[config.mk]
export PLATFORM = sky130hd
export DESIGN_NAME = multi_channel_timer
export DESIGN_NICKNAME = d
export VERILOG_FILES = /design/src/rtl/multi_channel_timer.sv
export SDC_FILE = /design/constraint.sdc
export NUM_CORES = 1
export LEC_CHECK = 0
export BUFFER_PORTS_ARGS = -buffer_cell sky130_fd_sc_hd__buf_2
export CORE_ASPECT_RATIO = 1.5
export CORE_MARGIN = 2
export CORE_UTILIZATION = 44
export CTS_BUF_LIST = sky130_fd_sc_hd__clkbuf_8
export DETAILED_ROUTE_END_ITERATION = 8
export SLEW_MARGIN = 20
export SYNTH_ARGS = -nofsm -noshare
export SYNTH_HDL_FRONTEND = slang
export SYNTH_SLANG_ARGS = --single-unit
[constraint.sdc]
create_clock -name clk -period 5.3 [get_ports clk]
set_input_delay 1.06 -clock clk [delete_from_list [all_inputs] [get_ports clk]]
set_output_delay 1.06 -clock clk [all_outputs]
set_load 0.03 [all_outputs]
[src/rtl/multi_channel_timer.sv]
// -----------------------------------------------------------------------------
// multi_channel_timer
//
// NUM_CH independent down-counting timers sharing one configuration port.
// Each channel keeps a shadow period/mode, which software writes at any time,
// and an active period/mode, which governs the interval currently being timed.
// The shadow is copied to the active copy on start and on every periodic
// reload, so a write never disturbs an interval that is already in progress.
//
// Ports:
//   clk          sole clock, rising edge
//   reset        synchronous, active-high; clears every channel
//   cfg_we       shadow write strobe
//   cfg_ch       channel addressed by cfg_we (indices >= NUM_CH are ignored)
//   cfg_period   tick interval in clk cycles (0 behaves as 1)
//   cfg_oneshot  1 = one-shot, 0 = periodic
//   start[i]     load shadow into channel i and (re)start it
//   stop[i]      abort channel i; wins over a same-cycle start[i]
//   pause        freezes all counters and FSMs; strobes still act
//   tick[i]      one-cycle pulse per expiry (registered)
//   active[i]    channel i is in RUN (registered)
//   done[i]      sticky one-shot completion flag (registered)
//
// Control inputs are level-sampled strobes; there is no valid/ready
// handshake: every input is acted on at the edge where it is high.
// Per-channel FSM state is held in ch_state for probing by checkers.
// -----------------------------------------------------------------------------
module multi_channel_timer #(
    parameter int NUM_CH = 4,
    parameter int WIDTH  = 26,
    parameter int CH_W   = 2
) (
    input  logic              clk,
    input  logic              reset,
    input  logic              cfg_we,
    input  logic [CH_W-1:0]   cfg_ch,
    input  logic [WIDTH-1:0]  cfg_period,
    input  logic              cfg_oneshot,
    input  logic [NUM_CH-1:0] start,
    input  logic [NUM_CH-1:0] stop,
    input  logic              pause,
    output logic [NUM_CH-1:0] tick,
    output logic [NUM_CH-1:0] active,
    output logic [NUM_CH-1:0] done
);

    typedef enum logic [1:0] {
        ST_IDLE = 2'd0,
        ST_RUN  = 2'd1,
        ST_DONE = 2'd2
    } state_t;

    state_t            ch_state   [NUM_CH];
    state_t            state_d    [NUM_CH];
    logic [WIDTH-1:0]  cnt_q      [NUM_CH];
    logic [WIDTH-1:0]  cnt_d      [NUM_CH];
    logic [WIDTH-1:0]  shd_per_q  [NUM_CH];
    logic [WIDTH-1:0]  shd_per_d  [NUM_CH];
    logic [WIDTH-1:0]  act_per_q  [NUM_CH];
    logic [WIDTH-1:0]  act_per_d  [NUM_CH];
    logic [NUM_CH-1:0] shd_mode_q;
    logic [NUM_CH-1:0] shd_mode_d;
    logic [NUM_CH-1:0] act_mode_q;
    logic [NUM_CH-1:0] act_mode_d;
    logic [NUM_CH-1:0] wr_hit;
    logic [NUM_CH-1:0] tick_d;
    logic [NUM_CH-1:0] active_d;
    logic [NUM_CH-1:0] done_d;

    // Counter load value: a period of 0 is treated as 1, so both load 0.
    function automatic logic [WIDTH-1:0] load_value(input logic [WIDTH-1:0] p);
        return (p == '0) ? '0 : p - WIDTH'(1);
    endfunction

    // Channel decode; an out-of-range cfg_ch simply matches no channel.
    always_comb begin
        wr_hit = '0;
        for (int i = 0; i < NUM_CH; i++) begin
            wr_hit[i] = cfg_we && (cfg_ch == CH_W'(i));
        end
    end

    // Next-state logic for every channel.
    always_comb begin
        tick_d     = '0;
        active_d   = '0;
        done_d     = '0;
        shd_mode_d = shd_mode_q;
        act_mode_d = act_mode_q;
        for (int i = 0; i < NUM_CH; i++) begin
            state_d[i]   = ch_state[i];
            cnt_d[i]     = cnt_q[i];
            shd_per_d[i] = shd_per_q[i];
            act_per_d[i] = act_per_q[i];

            if (wr_hit[i]) begin
                shd_per_d[i]  = cfg_period;
                shd_mode_d[i] = cfg_oneshot;
            end

            // Start and reload use shd_*_d so a same-edge shadow write is seen.
            if (stop[i]) begin
                state_d[i] = ST_IDLE;
                cnt_d[i]   = '0;
            end else if (start[i]) begin
                state_d[i]    = ST_RUN;
                act_per_d[i]  = shd_per_d[i];
                act_mode_d[i] = shd_mode_d[i];
                cnt_d[i]      = load_value(shd_per_d[i]);
            end else if (ch_state[i] == ST_RUN && !pause) begin
                if (cnt_q[i] != '0) begin
                    cnt_d[i] = cnt_q[i] - WIDTH'(1);
                end else begin
                    tick_d[i] = 1'b1;
                    if (act_mode_q[i]) begin
                        state_d[i] = ST_DONE;
                    end else begin
                        act_per_d[i]  = shd_per_d[i];
                        act_mode_d[i] = shd_mode_d[i];
                        cnt_d[i]      = load_value(shd_per_d[i]);
                    end
                end
            end

            active_d[i] = (state_d[i] == ST_RUN);
            done_d[i]   = (state_d[i] == ST_DONE);
        end
    end

    always_ff @(posedge clk) begin
        if (reset) begin
            for (int i = 0; i < NUM_CH; i++) begin
                ch_state[i]  <= ST_IDLE;
                cnt_q[i]     <= '0;
                shd_per_q[i] <= '0;
                act_per_q[i] <= '0;
            end
            shd_mode_q <= '0;
            act_mode_q <= '0;
            tick       <= '0;
            active     <= '0;
            done       <= '0;
        end else begin
            for (int i = 0; i < NUM_CH; i++) begin
                ch_state[i]  <= state_d[i];
                cnt_q[i]     <= cnt_d[i];
                shd_per_q[i] <= shd_per_d[i];
                act_per_q[i] <= act_per_d[i];
            end
            shd_mode_q <= shd_mode_d;
            act_mode_q <= act_mode_d;
            tick       <= tick_d;
            active     <= active_d;
            done       <= done_d;
        end
    end

endmodule

Word-level counts from Yosys, hierarchy flattened:

Memories as Yosys holds them, arrays and structs flattened.
Cells that the tools add are included.

* add/subtract/negate cells: 8
* bitwise operators: 20
* multiplexer cells: 87
* reduce and logical (&&, ||, !) cells: 30
* equality and inequality tests: 19

Operators by type and width (count)
* 26-bit two-way mux: 36
* 26-bit by 1-bit subtractor with 26-bit output (second input constant): 8
* 26-bit zero test: 4
* 26-bit nonzero test: 4
* 2-bit two-way mux: 24
* 1-bit two-way mux: 27
* 2-bit by 1-bit == test with 1-bit output (second input constant): 9
* 4-bit OR reduction: 4
* 2-bit == test (second input constant): 6
* 1-bit bitwise OR: 12
* 3-bit AND reduction: 4
* 1-bit logical AND: 8
* 2-bit != test (second input constant): 4
* 1-bit NOT: 8
* 2-bit nonzero test: 4
* 2-bit zero test: 1
* 1-bit zero test: 1

* word-level logic and storage cells: 178
* output and inout bits: 12
* RAM bits: 216
* register bits after elaboration: 20
* memories: 3

Memory list
* cnt_q: depth 4, width 26, rd ports 4, clocked after Yosys merged registers in 0, wr ports 4, line 55 `logic [WIDTH-1:0] cnt_q [NUM_CH];`
* shd_per_q: depth 4, width 26, rd ports 4, clocked after Yosys merged registers in 0, wr ports 4, line 57 `logic [WIDTH-1:0] shd_per_q [NUM_CH];`
* ch_state: depth 4, width 2, rd ports 4, clocked after Yosys merged registers in 0, wr ports 4, line 53 `state_t ch_state [NUM_CH];`

Depth between registers and ports, before layout:

Gate-level depths: netlist (run 1).

* depth after elaboration: 11
* depth in mapped cells: 16

Least setup slack after synthesis (run 1):

OpenSTA, ideal clock, no wires.

* path type: input-to-reg
* start: input cfg_ch[1]
* end: memory cnt_q[0][18]
* stages: 16
* setup slack: 0.414 ns
* setup time: 0.128 ns
* data required time: 5.172 ns
* arrival: 4.759 ns
* cells stage by stage: buf_2 -> nor3b_2 -> clkbuf_1 -> buf_1 -> clkbuf_1 -> mux2i_1 -> ha_1 -> nand2b_1 -> or4_1 -> clkbuf_2 -> a221o_1 -> o21ai_4 -> nor2_2 -> buf_6 -> a221oi_2 -> nor2_1

RTL lines
* from (decl): line 36 `input logic [CH_W-1:0] cfg_ch,`
* to (decl): line 55

==> results of run 1 <==
## cell usage in the layout, fill, tap and decap left out, drive strengths merged, types with 8 or more instances in the layout
master,count
inv,36
clkbuf,55
a221oi,14
nor3b,10
a211oi,17
and2,13
o21ai,111
nor2,221
nand4,19
a22oi,18
nand3,71
nor2b,14
nand3b,9
buf,73
or4,19
xnor2,62
and3,18
nor3,98
or3,21
nand2,192
o21a,8
a21oi,153
xor2,48
dfxtp,236
ha,8
nor4,47
o31ai,12
a31oi,40
mux2i,102
o22ai,27
nand2b,15
## where the power goes
group	internal, mW	switching [mW]	leakage, nW
combinational	0.579	1.08	3.83
sequential	1.86	0.0848	1.92
clock	0.924	0.814	0.484
total	3.36	1.98	6.23
## sequential cells by signal, summed over array words and instances, names as in the netlist, named ones only
signal      cells
shd_mode_q      4
act_mode_q      4
done            4
shd_per_q     103
ch_state        8
tick            4
active          4
cnt_q         104
## worst paths after layout
kind,startpoint,endpoint,slack (ps)
min reg2reg,cnt_q[1][17]$_SDFFE_PP0P_,cnt_q[1][17]$_SDFFE_PP0P_,460
max reg2reg,cnt_q[0][0]$_SDFFE_PP0P_,cnt_q[0][16]$_SDFFE_PP0P_,1600
max,cfg_we,cnt_q[0][12]$_SDFFE_PP0P_,1460
min,cnt_q[1][17]$_SDFFE_PP0P_,cnt_q[1][17]$_SDFFE_PP0P_,460
## cell families (layout without fill, tap and decap cells)
logic type                 count (synthesis)  count (layout)  share of synthesized area [%]
adders and majority gates                  8               8                         0.6947
xor gates and xnor gates                 110             110                          6.686
DFF                                      236             236                          32.79
muxes                                    108             108                          7.554
other                                      0               2                              0
buffers and inverters                    144             170                          3.994
and+or+nand+nor                          805             805                          27.98
AOI/OAI and AO/OA                        470             470                          20.30
## metal layers
layer  vias up  global-route usage, %  share of wire, %
met5         -                      0             0.014
met4         2                  13.23               4.6
met3       136                  3.737               5.2
met2       467                  49.72                50
met1      7028                  34.20                41
li1       6877                      -                 -
## per-stage QoR
step	utilization, %	hold slack [ps]	total power, mW	instances
floorplan	-	431.6	3.188	1881
global placement	45.86	444.1	3.601	2248
detailed placement	45.86	452.9	3.614	2248
CTS	48.44	460.5	5.345	2322
global route	48.49	491.8	5.612	2323
finish	48.50	456.0	5.344	2324
## worst max-delay path: stages
cell and delay, ps:
buf_2 160, nor3b_4 390, mux2i_1 390, ha_1 320, nand2b_1 90, or4_1 540, a21oi_1 450, nand2b_1 130
xor2_1 170, a211oi_1 470, o31a_1 170
## area by class of cell
class	instances	area [sq um]
antenna	2	5.005
inverter	23	86.33
clock buffer	55	757.0
multi-input combinational	1501	9134
timing repair buffer	73	420.4
tap	415	519.2
fill	3309	16700
clock inverter	19	81.33
sequential	236	4725
==> reports/results.tsv, run 1 <==
stage	metric	value	unit
placement	Area after DPL	0.01487	sq mm
worst_hold_path	min-delay worst type	flop to flop	
yosys	most frequent cell after synthesis	dfxtp_1	
cts	H-tree depth	2	
detailed_routing	First-pass DRT Iterations	5	
power_and_ir_drop	leakage power	6.232	nW
worst_setup_path	worst setup path category	input pin to flop	
detailed_routing	ANT nets after route	0	
cts	post_cts resized	0	
detailed_routing	WL per Instance	21.15	microns
worst_setup_path	CP endpoint kind	flop	
finish	share of cells above drive strength 1	9.491	%
finish	Nets	1925	
sta	Clock Skews	25.66	ps
yosys	syn nets	1930	
floorplanning	Die H	225.6	microns
floorplanning	Die Area	0.03424	sq mm
sta	RSZ-0062 raised after global routing	no	
sta	fin. max-slew vios	0	
cts	Post-CTS Setup Inserts	0	
placement	port bufs	52	
yosys	Seq cells post-synth	236	
cts	CTS Buf Count	41	
floorplanning	DIE WIDTH	151.8	microns
sta	Final Setup Violations	0	
finish	fin area	0.01573	sq mm
yosys	Post-synth EDFFs	0	
cts	CTS sink cnt	236	
yosys	Mapped Area	0.01441	sq mm
sta	Slew headroom	26.87	%
cts	worst-skew pair later-pin latency	580	ps
cts	Reg clk slew, reported paths	60	ps
yosys	Commonest cells post-synth	236 x dfxtp_1, 219 x nor2_1, 191 x nand2_1, 152 x a21oi_1, 108 x o21ai_0	
detailed_routing	Routed WL	49150	microns
yosys	Top FF cell, synth	dfxtp_1	
yosys	Synth top area share	32.79	%
power_and_ir_drop	Max VDD drop	0.1429	mV
cts	CTS max path bufs	3	
worst_setup_path	Worst Setup Start Kind	input pin	
placement	Placement Setup Slack	907.5	ps
sta	worst slew pin tran	1083	ps
yosys	Async SR Flop Fraction	0	%
sta	post-route minimum period	3839	ps
run_status	status	finished, final reports clean	
global_routing	antenna violations before repair	2	
flow_run	Max-Cap Viols	0	
yosys	yosys warns	0	
detailed_routing	drt drc	0	
worst_setup_path	FF-to-FF path depth	10	
cts	cts hold-fix bufs	0	
finish	synthesis-to-layout area growth	9.143	%
yosys	Mean Syn Cell Area	7.661	sq um
cts	TritonCTS clock tree	built	
worst_setup_path	Required @ worst endpoint	5800	ps
yosys	ranking of synthesized cells by area	dfxtp_1 33%, mux2i_1 7.1%, nor2_1 5.7%	
placement	GPL Wtd Cong	0.8944	
worst_setup_path	critical path fanouts, max	9	
worst_setup_path	Worst EP arrival	4340	ps
worst_hold_path	Worst Hold Depth	2	
detailed_routing	via count	14510	
yosys	area leader, netlist	dfxtp_1	
placement	hpwl dp	34680	microns
global_routing	Total GRT Usage	28.46	%
floorplanning	IO Pins	53	
detailed_routing	Starting DRT DRC Count	879	
sta	final setup TNS	0	ps
detailed_routing	via/cell ratio	6.244	
global_routing	total grt overflow	0	
sta	Fin. Hold Viols	0	
yosys	Distinct cells, synth	88	
floorplanning	initial core utilization	44.43	%
yosys	sequential area share after synthesis	32.79	%
cts	Root Buffer	clkbuf_8	
floorplanning	floorplan row count	81	
global_routing	first-pass GRT wire length	76420	microns
yosys	Mapped Cells	1881	
sta	crit share post-route	72.44	%
sta	setup ws final	1461	ps
global_routing	largest net degree at the start of global routing	75	
sta	Max Freq	260.5	MHz
global_routing	number of global-route vias before repair	14019	
floorplanning	core area	0.03243	sq mm
power_and_ir_drop	P per Cell Area	339.8	mW/mm^2
Power figures use the tool's default switching activity.
==> inputs of run 2 (changes only) <==
==> constraint.sdc (replaced) <==
create_clock -name clk -period 3.9 [get_ports clk]
set_input_delay 0.78 -clock clk [delete_from_list [all_inputs] [get_ports clk]]
set_output_delay 0.78 -clock clk [all_outputs]
set_load 0.03 [all_outputs]
==> run 2 against run 1 <==
Count of clock-buffer cells in the layout did not move. Non-clock buffer count rose by 50. Global-route usage increased by 0.21 points.
==> reports/results.tsv, run 2 (same netlist as run 1, synthesis figures left out) <==
stage	metric	value	unit	change
run_status	status	finished, final reports clean		
cts	post_cts resized	0		unchanged
detailed_routing	highest routing layer actually used	met5		
placement	port bufs	52		unchanged
worst_hold_path	min-delay worst type	flop to flop		
worst_hold_path	worst hold start	cnt_q[1][17]$_SDFFE_PP0P_		
sta	final setup TNS	0	ps	unchanged
power_and_ir_drop	leakage power	6.469	nW	+3.8%
power_and_ir_drop	Max VDD drop	0.1848	mV	+29%
sta	Max Freq	307.2	MHz	
floorplanning	DIE WIDTH	151.8	microns	unchanged
cts	worst-skew pair later-pin latency	580	ps	about the same
cts	CTS Buf Count	42		+2.4%
worst_setup_path	Required @ worst endpoint	4350	ps	-1450 ps
global_routing	Total GRT Usage	28.67	%	+0.21 points
detailed_routing	WL per Instance	20.95	microns	-0.95%
flow_run	Max-Cap Viols	0		unchanged
finish	synthesis-to-layout area growth	12.02	%	
detailed_routing	via count	14759		+1.7%
finish	Nets	1976		+2.6%
worst_setup_path	Worst Setup Start Kind	flop		
global_routing	number of global-route vias before repair	14202		+1.3%
worst_setup_path	Worst EP arrival	3700	ps	-640 ps
cts	Reg clk slew, reported paths	60	ps	about the same
global_routing	first-pass GRT wire length	76580	microns	+0.22%
sta	Slew headroom	38.99	%	+12 points
worst_setup_path	crit-path cells	inv_1, ha_1, or3b_2, nor4_4, nand4_1, a21o_1, and2_4, a221oi_1, nor2_1		
detailed_routing	First-pass DRT Iterations	5		unchanged
finish	fin area	0.01614	sq mm	+2.6%
detailed_routing	via/cell ratio	6.227		-0.26%
worst_setup_path	Crit path largest cell delay	540	ps	about the same
global_routing	antenna violations before repair	1		-1
finish	most frequent cells in the layout	236 x dfxtp_1, 219 x nor2_1, 191 x nand2_1		
worst_setup_path	r2r startpoint	cnt_q[3][0]$_SDFFE_PP0P_		
cts	Root Buffer	clkbuf_8		
placement	Area after DPL	0.01529	sq mm	+2.8%
power_and_ir_drop	P per Cell Area	459.1	mW/mm^2	+35%
floorplanning	IO Pins	53		unchanged
worst_setup_path	worst setup path category	flop to flop		
detailed_routing	met3 WL	3081	microns	+20%
sta	fin. max-slew vios	0		unchanged
floorplanning	floorplan row count	81		unchanged
floorplanning	Die H	225.6	microns	unchanged
finish	max FFs per register	104		unchanged
floorplanning	Die Area	0.03424	sq mm	unchanged
floorplanning	initial core utilization	44.43	%	unchanged
detailed_routing	met2 WL	24760	microns	+1.5%
sta	Final Setup Violations	0		unchanged
cts	Post-CTS Setup Inserts	0		unchanged
detailed_routing	Routed WL	49650	microns	+1.0%
finish	biggest regs	cnt_q: 104 flops, shd_per_q: 103 flops, ch_state: 8 flops		
sta	RSZ-0062 raised after global routing	no		
worst_setup_path	critical path fanouts, max	18		+9
finish	antenna fix cells	0		-2
cts	H-tree depth	2		unchanged
finish	share of cells above drive strength 1	12.02	%	+2.5 points
worst_setup_path	crit path from	cnt_q[3][0]$_SDFFE_PP0P_		
finish	Biggest register	cnt_q		
sta	setup ws final	644.8	ps	-815.8 ps
placement	GPL Wtd Cong	0.9388		+5.0%
detailed_routing	Starting DRT DRC Count	1010		+15%
worst_setup_path	Crit-path slowest cell	nor4_4		
sta	Clock Skews	13.47	ps	-12.19 ps
placement	Placement Setup Slack	161.6	ps	-746.0 ps
sta	crit share post-route	83.47	%	
sta	Fin. Hold Viols	0		unchanged
floorplanning	core area	0.03243	sq mm	unchanged
finish	Util after Layout	49.77	%	+1.3 points
detailed_routing	met1 wire length	19260	microns	-3.3%
detailed_routing	drt drc	0		unchanged
placement	hpwl dp	35520	microns	+2.4%
cts	TritonCTS clock tree	built		
power_and_ir_drop	Total Power	7.411	mW	+39%
global_routing	largest net degree at the start of global routing	64		-15%
finish	fillcell total	3260		-1.5%
sta	post-route minimum period	3255	ps	
cts	CTS sink cnt	236		unchanged
finish	commonest non-fill, non-tap cell in the layout	dfxtp_1		
sta	worst slew pin tran	911.7	ps	-171.1 ps
detailed_routing	ANT nets after route	0		unchanged
cts	cts hold-fix bufs	0		unchanged
cts	CTS max path bufs	3		unchanged
worst_setup_path	CP endpoint kind	flop		
global_routing	total grt overflow	0		unchanged
## run 2: changes by cell type in the layout (fill, tap and decap cells not counted), sizes merged
cell,change
diode,-2
inv,-1
buf,+50
bufinv,+1
clkinv,-2
## run 2: worst max-delay path, delay by kind of cell, from the launching register on
kind	cells	cell delay, ps
simple gates	5	1780
compound gates	2	760
flops	1	320
fa+ha+maj	1	180
buf+inv	1	90
## run 2: per-stage QoR
| stage | hold WS, ps | std cells |
|---|---|---|
| CTS | 456.8 | 2370 |
| global route | 469.5 | 2370 |
| detailed placement | 448.2 | 2298 |
| global placement | 448.1 | 2298 |
| floorplan | 431.6 | 1881 |
| finish | 457.1 | 2370 |
## run 2: area by class of cell
class                      count  area, sq um  share of cell area [%]
sequential                   236         4725                   29.27
timing repair buffer         123        795.8                   4.930
clock inverter                17        97.59                  0.6046
tap                          415        519.2                   3.217
inverter                      23        86.33                  0.5348
clock buffer                  55        757.0                   4.690
multi-input combinational   1501         9161                   56.76
## run 2: report_power, final
group          switching (mW)  total, mW  internal [mW]
Clock                    1.10       2.42           1.32
Combinational            1.49       2.35          0.860
Sequential              0.116       2.64           2.53
## run 2: routing by layer
layer / vias to the layer above / GRT usage [%]
li1: 6969 / -
met1: 7119 / 33.18
met5: - / 0
met2: 522 / 50.17
met3: 147 / 4.949
met4: 2 / 14.46
## run 2: worst paths after layout
| kind | end | slack [ps] | cells past startpoint |
|---|---|---|---|
| setup reg to reg | cnt_q[3][21]$_SDFFE_PP0P_ | 640 | 9 |
| setup / recovery | cnt_q[3][21]$_SDFFE_PP0P_ | 640 | 9 |
| hold / removal | cnt_q[1][17]$_SDFFE_PP0P_ | 460 | 2 |
| hold reg to reg | cnt_q[1][17]$_SDFFE_PP0P_ | 460 | 2 |
